<file path="src/rtl/if_id_skid_reg.sv">
// IF/ID pipeline register with a valid/ready handshake and a two-entry skid buffer.
// in_ready and out_valid decode registered state only; ret_addr and bank are computed at capture.
module if_id_skid_reg #(
  parameter int PC_W       = 32,
  parameter int INSN_W     = 32,
  parameter int SIDE_W     = 36,
  parameter int INSN_BYTES = 4,
  parameter int BANK_LSB   = 3,
  parameter int BANK_W     = 2
) (
  input  logic              clk,
  input  logic              reset,
  input  logic              flush,
  input  logic              in_valid,
  output logic              in_ready,
  input  logic [PC_W-1:0]   in_pc,
  input  logic [INSN_W-1:0] in_insn,
  input  logic [SIDE_W-1:0] in_side,
  output logic              out_valid,
  input  logic              out_ready,
  output logic [PC_W-1:0]   out_pc,
  output logic [INSN_W-1:0] out_insn,
  output logic [SIDE_W-1:0] out_side,
  output logic [PC_W-1:0]   out_ret_addr,
  output logic [BANK_W-1:0] out_bank,
  output logic [1:0]        occupancy
);

  localparam int              E_W   = PC_W + INSN_W + SIDE_W + PC_W + BANK_W;
  localparam logic [PC_W-1:0] L_INC = PC_W'(INSN_BYTES);

  typedef enum logic [1:0] {
    S_EMPTY = 2'd0,
    S_FULL1 = 2'd1,
    S_FULL2 = 2'd2
  } state_t;

  typedef enum logic [1:0] {
    OP_HOLD      = 2'd0,
    OP_LOAD_IN   = 2'd1,
    OP_LOAD_SKID = 2'd2,
    OP_CLEAR     = 2'd3
  } op_t;

  generate
    if (BANK_LSB + BANK_W > PC_W) begin : g_bank_range_bad
      $error("if_id_skid_reg: BANK_LSB + BANK_W exceeds PC_W");
    end
  endgenerate

  state_t           r_state;
  state_t           w_state_nxt;
  op_t              w_main_op;
  op_t              w_skid_op;
  logic [E_W-1:0]   r_main;
  logic [E_W-1:0]   r_skid;
  logic [E_W-1:0]   w_in_entry;
  logic [PC_W-1:0]  w_in_ret;
  logic             w_acc;
  logic             w_emit;

  assign w_in_ret   = in_pc + L_INC;
  assign w_in_entry = {in_pc, in_insn, in_side, w_in_ret, in_pc[BANK_LSB +: BANK_W]};

  assign in_ready  = (r_state != S_FULL2);
  assign out_valid = (r_state != S_EMPTY);
  assign occupancy = r_state;
  assign w_acc     = in_valid && in_ready;
  assign w_emit    = out_valid && out_ready;

  // MAIN always drives the outputs; it is all-zero whenever no beat is held
  assign {out_pc, out_insn, out_side, out_ret_addr, out_bank} = r_main;

  // State register: flush returns to EMPTY ahead of any handshake
  always_ff @(posedge clk or negedge reset) begin
    if (!reset) begin
      r_state <= S_EMPTY;
    end else if (flush) begin
      r_state <= S_EMPTY;
    end else begin
      r_state <= w_state_nxt;
    end
  end

  // Next-state and entry-update selection from the handshake outcome
  always_comb begin
    w_state_nxt = r_state;
    w_main_op   = OP_HOLD;
    w_skid_op   = OP_HOLD;
    case (r_state)
      S_EMPTY: begin
        if (w_acc) begin
          w_state_nxt = S_FULL1;
          w_main_op   = OP_LOAD_IN;
        end else begin
          w_state_nxt = S_EMPTY;
        end
      end
      S_FULL1: begin
        if (w_emit && w_acc) begin
          w_main_op = OP_LOAD_IN;
        end else if (w_emit) begin
          w_state_nxt = S_EMPTY;
          w_main_op   = OP_CLEAR;
        end else if (w_acc) begin
          w_state_nxt = S_FULL2;
          w_skid_op   = OP_LOAD_IN;
        end else begin
          w_state_nxt = S_FULL1;
        end
      end
      S_FULL2: begin
        // in_ready is low here, so an offered beat is never taken
        if (w_emit) begin
          w_state_nxt = S_FULL1;
          w_main_op   = OP_LOAD_SKID;
          w_skid_op   = OP_CLEAR;
        end else begin
          w_state_nxt = S_FULL2;
        end
      end
      default: begin
        w_state_nxt = S_EMPTY;
        w_main_op   = OP_CLEAR;
        w_skid_op   = OP_CLEAR;
      end
    endcase
  end

  // Entry storage: MAIN and SKID payloads, cleared by reset and flush
  always_ff @(posedge clk or negedge reset) begin
    if (!reset) begin
      r_main <= '0;
      r_skid <= '0;
    end else if (flush) begin
      r_main <= '0;
      r_skid <= '0;
    end else begin
      case (w_main_op)
        OP_LOAD_IN:   r_main <= w_in_entry;
        OP_LOAD_SKID: r_main <= r_skid;
        OP_CLEAR:     r_main <= '0;
        default:      r_main <= r_main;
      endcase
      case (w_skid_op)
        OP_LOAD_IN: r_skid <= w_in_entry;
        OP_CLEAR:   r_skid <= '0;
        default:    r_skid <= r_skid;
      endcase
    end
  end

endmodule
</file>
<file path="config.mk">
export PLATFORM = sky130hd
export DESIGN_NAME = if_id_skid_reg
export DESIGN_NICKNAME = d
export VERILOG_FILES = /design/src/rtl/if_id_skid_reg.sv
export SDC_FILE = /design/constraint.sdc
export NUM_CORES = 1
export LEC_CHECK = 0
export ABC_AREA = 0
export CELL_PAD_IN_SITES_DETAIL_PLACEMENT = 1
export CELL_PAD_IN_SITES_GLOBAL_PLACEMENT = 1
export CORE_MARGIN = 2
export CORE_UTILIZATION = 39
export DETAILED_ROUTE_END_ITERATION = 10
export PLACE_DENSITY_LB_ADDON = 0.1
export SYNTH_ARGS = -nofsm -noshare
export SYNTH_HDL_FRONTEND = slang
export SYNTH_SLANG_ARGS = --single-unit
</file>
<file path="constraint.sdc">
create_clock -name clk -period 2.8 [get_ports clk]
set_input_delay 0.42 -clock clk [delete_from_list [all_inputs] [get_ports clk]]
set_output_delay 0.42 -clock clk [all_outputs]
set_load 0.02 [all_outputs]
</file>
==> impl_results.rst, run 1 <==
.. list-table::
   :header-rows: 1

   * - Metric
     - Value
   * - Status
     - complete, no violations
   * - Area share of the leading cell type in the synthesized netlist
     - 0.580
   * - Overall fraction of global-route tracks in use
     - 0.237
   * - Routability cong.
     - 0.790
   * - Setup slack, reg-to-reg
     - 0.45 ns
   * - Fraction of layout cells with a size suffix above 1
     - 0.0729
   * - Post-CTS setup repair buffer count
     - 0
   * - Synthesis Warnings
     - 0
   * - Detailed-routing iteration count for the pre-antenna-repair pass
     - 5
   * - Clock sink count
     - 262
   * - Vias per cell
     - 5.56
   * - Worst-margin pin slew
     - 0.725 ns
   * - First-pass GRT wire length
     - 58200 um
   * - Post-synth top area cell
     - sky130_fd_sc_hd__dfrtp_1
   * - Share of the clock period used by the worst path
     - 0.842
   * - Total leakage power
     - 0.00674 uW
   * - TritonCTS clock tree
     - done
   * - CP endpoint
     - in_ready
   * - Worst max-slew margin expressed relative to the limit
     - 0.517
   * - Hold crit path type
     - register to register
   * - Row count
     - 62
   * - Highest ir drop seen on vdd
     - 0.448 mV
   * - Final net count
     - 1421
   * - Leading cell types by total area after synthesis
     - sky130_fd_sc_hd__dfrtp_1 (58%), sky130_fd_sc_hd__a22o_1 (7.8%), sky130_fd_sc_hd__and3_1 (5.9%), sky130_fd_sc_hd__o21ai_0 (5.4%), sky130_fd_sc_hd__a21oi_1 (4.7%)
   * - Post-detailed-routing wire length
     - 36000 um
   * - Die extent in y
     - 174 um
   * - Root Buffer
     - sky130_fd_sc_hd__clkbuf_16
   * - Total of cells resized after clock tree synthesis
     - 0
   * - Beginning of the critical path
     - occupancy[0]
   * - Number of H-tree levels
     - 1
   * - Data required time at the worst endpoint
     - 2.38 ns
   * - Yosys reg bits
     - 262
   * - Startpoint of the worst register-to-register path
     - occupancy[1]
   * - Mapped cell area
     - 0.0113 mm^2
   * - Clock input transition at the sequential cells of the worst setup and hold paths
     - 0.06 ns
   * - IO Port Bufs
     - 242
   * - Part of the Yosys area used for sequential elements
     - 0.580
   * - Source-to-sink clock delay at the later pin of the worst-skew pair
     - 0.55 ns
   * - Worst slack on hold paths
     - 0.474 ns
   * - GR Overflow Total
     - 0
   * - Remaining number of nets flagged by the antenna check after routing
     - 0
   * - Total design power
     - 9710 uW
   * - Mean area per synthesized cell
     - 10.3 um^2
   * - Total Negative Setup Slacks
     - 0 ns
   * - Critical path start-end classification
     - register to output pin
   * - Final Hold Vio Count
     - 0
   * - Max Buffers Root-to-Sink
     - 3
   * - Largest fanout on the critical path
     - 11
   * - Delay of the slowest cell on the worst path
     - 0.66 ns
   * - DR DRC count
     - 0
   * - Net Count, Synth
     - 1205
   * - Worst Setup Slack post-DPL
     - 0.0787 ns
   * - Origin of the worst min-delay path
     - r_main[50]
   * - Maximum clock skew at final layout
     - 0.0241 ns
   * - Hold Path Cell Cnt
     - 2
   * - Post-route minimum period
     - 2.36 ns
   * - Worst setup EP type
     - output pin
   * - Worst setup slack after layout
     - 0.443 ns
   * - Number of max-cap violations
     - 0
   * - Unrepaired setup endpoints after global routing
     - no
   * - Crit path DAT
     - 1.94 ns
   * - Via count of the first global-routing pass
     - 10010
   * - Commonest non-fill, non-tap cells in the layout
     - sky130_fd_sc_hd__dfrtp_1 (262), sky130_fd_sc_hd__clkdlybuf4s50_1 (241), sky130_fd_sc_hd__nand2_1 (141)
   * - Peak Freq
     - 424 MHz
   * - Width of the die
     - 174 um
   * - Kind of start point of the critical path
     - register
   * - Iter 0 DRT Violations
     - 649
   * - Cell count of the worst reg-to-reg path
     - 7
   * - Most common cell after layout, fill and taps aside
     - sky130_fd_sc_hd__dfrtp_1
   * - Starting density of the core
     - 0.395
   * - Number of vias in the routed layout
     - 9547
   * - Half-perimeter wire length after detailed placement
     - 22700 um
   * - Number of distinct standard cells referenced by the synthesized netlist
     - 38
   * - Area grow syn2layout
     - 35.2%
   * - Cell area power density
     - 636 mW/mm^2
   * - Routed wire length per instance
     - 21.0 um
   * - Pin count of the biggest net entering global routing
     - 90
   * - Final setup violation count
     - 0
   * - Slowest cell on the critical path
     - sky130_fd_sc_hd__clkdlybuf4s50_1
   * - Core Util, Final
     - 0.534
   * - Die area
     - 0.0304 mm^2
   * - Antenna violations before repair
     - 1
   * - I/O pin count
     - 243
   * - Core Region
     - 0.0286 mm^2
   * - Fin. max-slew vios
     - 0
   * - Capturing point of the worst reg2reg path
     - r_main[17]
   * - Number of standard cells after synthesis
     - 1097
   * - Crit-path cells
     - nand2b_1, clkdlybuf4s50_1
   * - CTS buffer count
     - 29
-- cell usage after synthesis --
master                     number
sky130_fd_sc_hd__dfrtp_1      262
sky130_fd_sc_hd__nand2_1      141
sky130_fd_sc_hd__o21ai_0      123
sky130_fd_sc_hd__a21oi_1      106
sky130_fd_sc_hd__and3_1       106
sky130_fd_sc_hd__a22o_1       101
sky130_fd_sc_hd__clkbuf_1      59
sky130_fd_sc_hd__o21ai_1       37
sky130_fd_sc_hd__buf_2         34
sky130_fd_sc_hd__a22oi_1       26
sky130_fd_sc_hd__xor2_1        16
sky130_fd_sc_hd__xnor2_1       12
sky130_fd_sc_hd__nand4_1       10
sky130_fd_sc_hd__nand3_1        9
sky130_fd_sc_hd__nor3_1         7
sky130_fd_sc_hd__nor2_1         6
sky130_fd_sc_hd__inv_1          5
sky130_fd_sc_hd__buf_4          4
sky130_fd_sc_hd__and2_1         3
sky130_fd_sc_hd__and4_1         3
sky130_fd_sc_hd__buf_1          3
sky130_fd_sc_hd__ha_1           3
sky130_fd_sc_hd__nand2b_1       2
sky130_fd_sc_hd__nor2b_1        2
sky130_fd_sc_hd__nor3b_1        2
sky130_fd_sc_hd__nor4_4         2
sky130_fd_sc_hd__o22a_1         2
sky130_fd_sc_hd__a211oi_1       1
sky130_fd_sc_hd__a21o_1         1
sky130_fd_sc_hd__nand3_2        1
sky130_fd_sc_hd__nand3b_1       1
sky130_fd_sc_hd__nand4_4        1
sky130_fd_sc_hd__nor2_2         1
sky130_fd_sc_hd__nor4_2         1
sky130_fd_sc_hd__o22ai_1        1
sky130_fd_sc_hd__or2_2          1
sky130_fd_sc_hd__or3_1          1
sky130_fd_sc_hd__or4_1          1
-- power breakdown --
part / internal [uW] / leakage, uW / switching, uW
clock network: 2190 / 0.000444 / 1520
logic: 797 / 0.00274 / 999
registers: 4040 / 0.00356 / 165
-- per-stage QoR --
step	cells	cell area, um^2
finish	1716	15300
global route	1715	15300
floorplan	1097	11300
detailed placement	1665	14400
global placement	1665	14400
CTS	1715	15300
-- what timing repair did --
item	4_1_cts	5_1_grt
endpoints found under the setup margin	0	0
hold endpoints to repair	83	0
hold buffers	1	0
-- how the worst min path moves through the flow --
stage              endpoint  slack [ns]
3_3_place_gp     r_main[68]        0.46
5_1_grt          r_skid[42]        0.50
4_1_cts          r_main[50]        0.48
3_5_place_dp     r_main[50]        0.47
2_1_floorplan  occupancy[0]        0.12
6_report         r_main[50]        0.47
-- critical path, delay by kind of cell (launching register included) --
kind | cells | cell delay, ns
flops | 1 | 0.56
simple gates | 1 | 0.18
buf+inv | 1 | 0.66
-- metal layers --
layer | up-vias | track usage | routed length, um
met2 | 240 | 0.378 | 16800
met1 | 4920 | 0.345 | 16800
met3 | 26 | 0.0392 | 1910
met4 | 0 | 0.0445 | 505
met5 | - | 0 | 0
li1 | 4361 | - | -
-- registers in the layout (all words and copies together) (netlist names) --
name,cells
occupancy,2
r_main,130
r_skid,130
-- layout make-up --
class                      count  area, um^2
clock inverter                 3        42.5
clock buffer                  46         870
tap                          384         480
inverter                       5        18.8
multi-input combinational    730        4330
fill                        3057       13300
antenna                        1        2.50
sequential                   262        6560
timing repair buffer         285        2980
-- logic make-up (layout without fill, tap and decap cells) --
kind of cell,after synthesis,count (layout),share of synthesized area
AO/OA/AOI/OAI,398,398,0.217
XOR/XNOR,28,28,0.0217
adder cells (fa/ha/maj),3,3,0.00332
buffers and inverters,105,339,0.0400
flip-flops,262,262,0.580
other,0,1,0
AND/OR/NAND/NOR,301,301,0.138
Note: power is estimated with default switching activity, not from simulation.
==> run 2, diff against run 1 <==
- clock period: 2.8 -> 2.45 ns (I/O delays scaled with it)
==> impl_results.rst, run 2 (same netlist as run 1, synthesis figures left out) <==
.. list-table::
   :header-rows: 1

   * - Metric
     - Value
   * - Routed wire length per instance
     - 20.8 um (-0.82%)
   * - Area grow syn2layout
     - 37.7%
   * - Root Buffer
     - sky130_fd_sc_hd__clkbuf_16
   * - Number of antenna diodes
     - 0 (-1)
   * - Detailed-routing iteration count for the pre-antenna-repair pass
     - 5 (unchanged)
   * - Share of the clock period used by the worst path
     - 0.937
   * - Die extent in y
     - 174 um (unchanged)
   * - Most common cell after layout, fill and taps aside
     - sky130_fd_sc_hd__dfrtp_1
   * - Vias per cell
     - 5.57 (+0.20%)
   * - Cell area power density
     - 735 mW/mm^2 (+16%)
   * - Count of non-filler cells in the finished layout
     - 1740 (+1.4%)
   * - Core Region
     - 0.0286 mm^2 (unchanged)
   * - Largest fanout on the critical path
     - 7 (-4)
   * - Number of vias in the routed layout
     - 9700 (+1.6%)
   * - Switching power as a share of total power
     - 0.272 (-0.00429)
   * - Number of H-tree levels
     - 1 (unchanged)
   * - Beginning of the critical path
     - occupancy[0]
   * - Multi-input gate area in the final layout
     - 0.00433 mm^2 (unchanged)
   * - Final Hold Vio Count
     - 0 (unchanged)
   * - Fin. max-slew vios
     - 0 (unchanged)
   * - Hold crit path type
     - input port to asynchronous set/reset pin
   * - Antenna violations before repair
     - 2 (+1)
   * - Switching power of the nets
     - 3120 uW (+16%)
   * - Starting density of the core
     - 0.395 (unchanged)
   * - Via count of the first global-routing pass
     - 10378 (+3.7%)
   * - Maximum clock skew at final layout
     - 0.0166 ns (-0.00749 ns)
   * - Capturing point of the worst reg2reg path
     - r_main[10]
   * - Routability cong.
     - 0.826 (+4.5%)
   * - Internal power
     - 8320 uW (+18%)
   * - Half-perimeter wire length after detailed placement
     - 23300 um (+2.8%)
   * - Clock input transition at the sequential cells of the worst setup and hold paths
     - 0.06 ns (about the same)
   * - Die area
     - 0.0304 mm^2 (unchanged)
   * - Overall fraction of global-route tracks in use
     - 0.240 (+0.00220)
   * - Fraction of layout cells with a size suffix above 1
     - 0.0922 (+0.0193)
   * - I/O pin count
     - 243 (unchanged)
   * - Clock network power share
     - 0.396 (+0.014)
   * - Peak Freq
     - 436 MHz
   * - Iter 0 DRT Violations
     - 674 (+3.9%)
   * - Worst setup slack after layout
     - 0.154 ns (-0.289 ns)
   * - Remaining number of nets flagged by the antenna check after routing
     - 0 (unchanged)
   * - Highest ir drop seen on vdd
     - 0.412 mV (-8.0%)
   * - Worst Setup Slack post-DPL
     - -0.293 ns (-0.372 ns)
   * - Logic gate share of total power
     - 0.184 (about the same)
   * - Worst setup EP type
     - output pin
   * - GR Overflow Total
     - 0 (unchanged)
   * - Number of max-cap violations
     - 0 (unchanged)
   * - Sequential share of power
     - 0.420 (-0.013)
   * - Cell count of the worst reg-to-reg path
     - 7 (unchanged)
   * - First-pass GRT wire length
     - 59000 um (+1.4%)
   * - Footprint of the flip-flops and latches
     - 0.00656 mm^2 (unchanged)
   * - TritonCTS clock tree
     - done
   * - Pin count of the biggest net entering global routing
     - 77 (-14%)
   * - Data required time at the worst endpoint
     - 2.08 ns (-0.30 ns)
   * - Post-route minimum period
     - 2.30 ns
   * - CP endpoint
     - in_ready
   * - Status
     - complete, no violations
   * - Total instance count after detailed placement
     - 1686 (+1.3%)
   * - Final setup violation count
     - 0 (unchanged)
   * - Row count
     - 62 (unchanged)
   * - CTS buffer count
     - 29 (unchanged)
   * - IO Port Bufs
     - 242 (unchanged)
   * - Worst max-slew margin expressed relative to the limit
     - 0.698 (+0.181)
   * - Setup slack, reg-to-reg
     - 0.24 ns (-0.21 ns)
   * - Startpoint of the worst register-to-register path
     - occupancy[1]
   * - Layout fillers
     - 3074 (+0.56%)
   * - Crit path DAT
     - 1.93 ns (about the same)
   * - Width of the die
     - 174 um (unchanged)
   * - Critical path start-end classification
     - register to output pin
   * - Max Buffers Root-to-Sink
     - 3 (unchanged)
   * - Post-CTS setup repair buffer count
     - 0 (unchanged)
   * - Post-detailed-routing wire length
     - 36200 um (+0.57%)
   * - Kind of start point of the critical path
     - register
   * - Source-to-sink clock delay at the later pin of the worst-skew pair
     - 0.54 ns (about the same)
   * - Worst-margin pin slew
     - 0.451 ns (-0.273 ns)
   * - Worst slack on hold paths
     - 0.371 ns (-0.103 ns)
   * - DR DRC count
     - 0 (unchanged)
   * - Unrepaired setup endpoints after global routing
     - no
   * - Commonest non-fill, non-tap cells in the layout
     - sky130_fd_sc_hd__dfrtp_1 (262), sky130_fd_sc_hd__clkdlybuf4s50_1 (241), sky130_fd_sc_hd__nand2_1 (141)
   * - Final net count
     - 1442 (+1.5%)
   * - Clock sink count
     - 262 (unchanged)
   * - Total leakage power
     - 0.00689 uW (+2.2%)
-- run 2: cell types whose count changed in the layout (fill, tap and decap cells not counted), sizes merged --
cell	before	now
clkinvlp	1	3
clkinv	1	3
bufinv	1	3
diode	1	0
buf	43	64
clkbuf	46	44
-- run 2: what timing repair did --
| action | in CTS | in global routing |
|---|---|---|
| resized for setup | 0 | 0 |
| setup endpoints to repair | 0 | 0 |
| hold buffers | 1 | 0 |
| endpoints found under the hold margin | 50 | 0 |
-- run 2: through the flow --
step                utilization  TNS, ns  total power (uW)  area (um^2)
finish                    0.544        0             11400        15600
global route              0.544        0             11900        15600
CTS                       0.544        0             11600        15600
detailed placement        0.508   -19.45              7000        14600
global placement          0.508   -10.55              6960        14600
floorplan                     -        0              5760        11300
-- run 2: layout make-up --
| cell class | count | area share |
|---|---|---|
| clock buffers | 44 | 0.0560 |
| clock inverters | 9 | 0.00844 |
| inverters | 5 | 0.00121 |
| multi-input cells | 730 | 0.278 |
| flip-flops and latches | 262 | 0.421 |
| well taps | 384 | 0.0309 |
| repair buffers | 306 | 0.204 |
-- run 2: power by group through the flow --
stage	combinational [uW]	sequential, uW	clock (uW)
after floorplan	628	5130	0
after global placement	2090	4870	0
after detailed placement	2120	4870	0
after CTS	2130	4800	4630
after global routing	2280	4830	4800
final	2110	4800	4530
-- run 2: worst min path at each step --
stage / startpoint / to / cells past startpoint
global route: reset / r_main[46] / 2
CTS: reset / r_skid[46] / 2
finish: reset / r_main[46] / 2
floorplan: reset / occupancy[0] / 0
global placement: reset / r_main[46] / 1
detailed placement: reset / r_main[46] / 1
-- run 2: metal layers --
layer,global-route usage,wire length (um),up-vias
met4,0.0476,545,4
met5,0,27,-
met1,0.349,16700,4981
met3,0.0372,1830,44
li1,-,-,4414
met2,0.381,17200,257
-- run 2: worst max-delay path: stages, from the launching register on --
cell	delay [ns]
sky130_fd_sc_hd__dfrtp_1	0.40
sky130_fd_sc_hd__buf_4	0.18
sky130_fd_sc_hd__nand2b_1	0.15
sky130_fd_sc_hd__clkdlybuf4s50_1	0.67
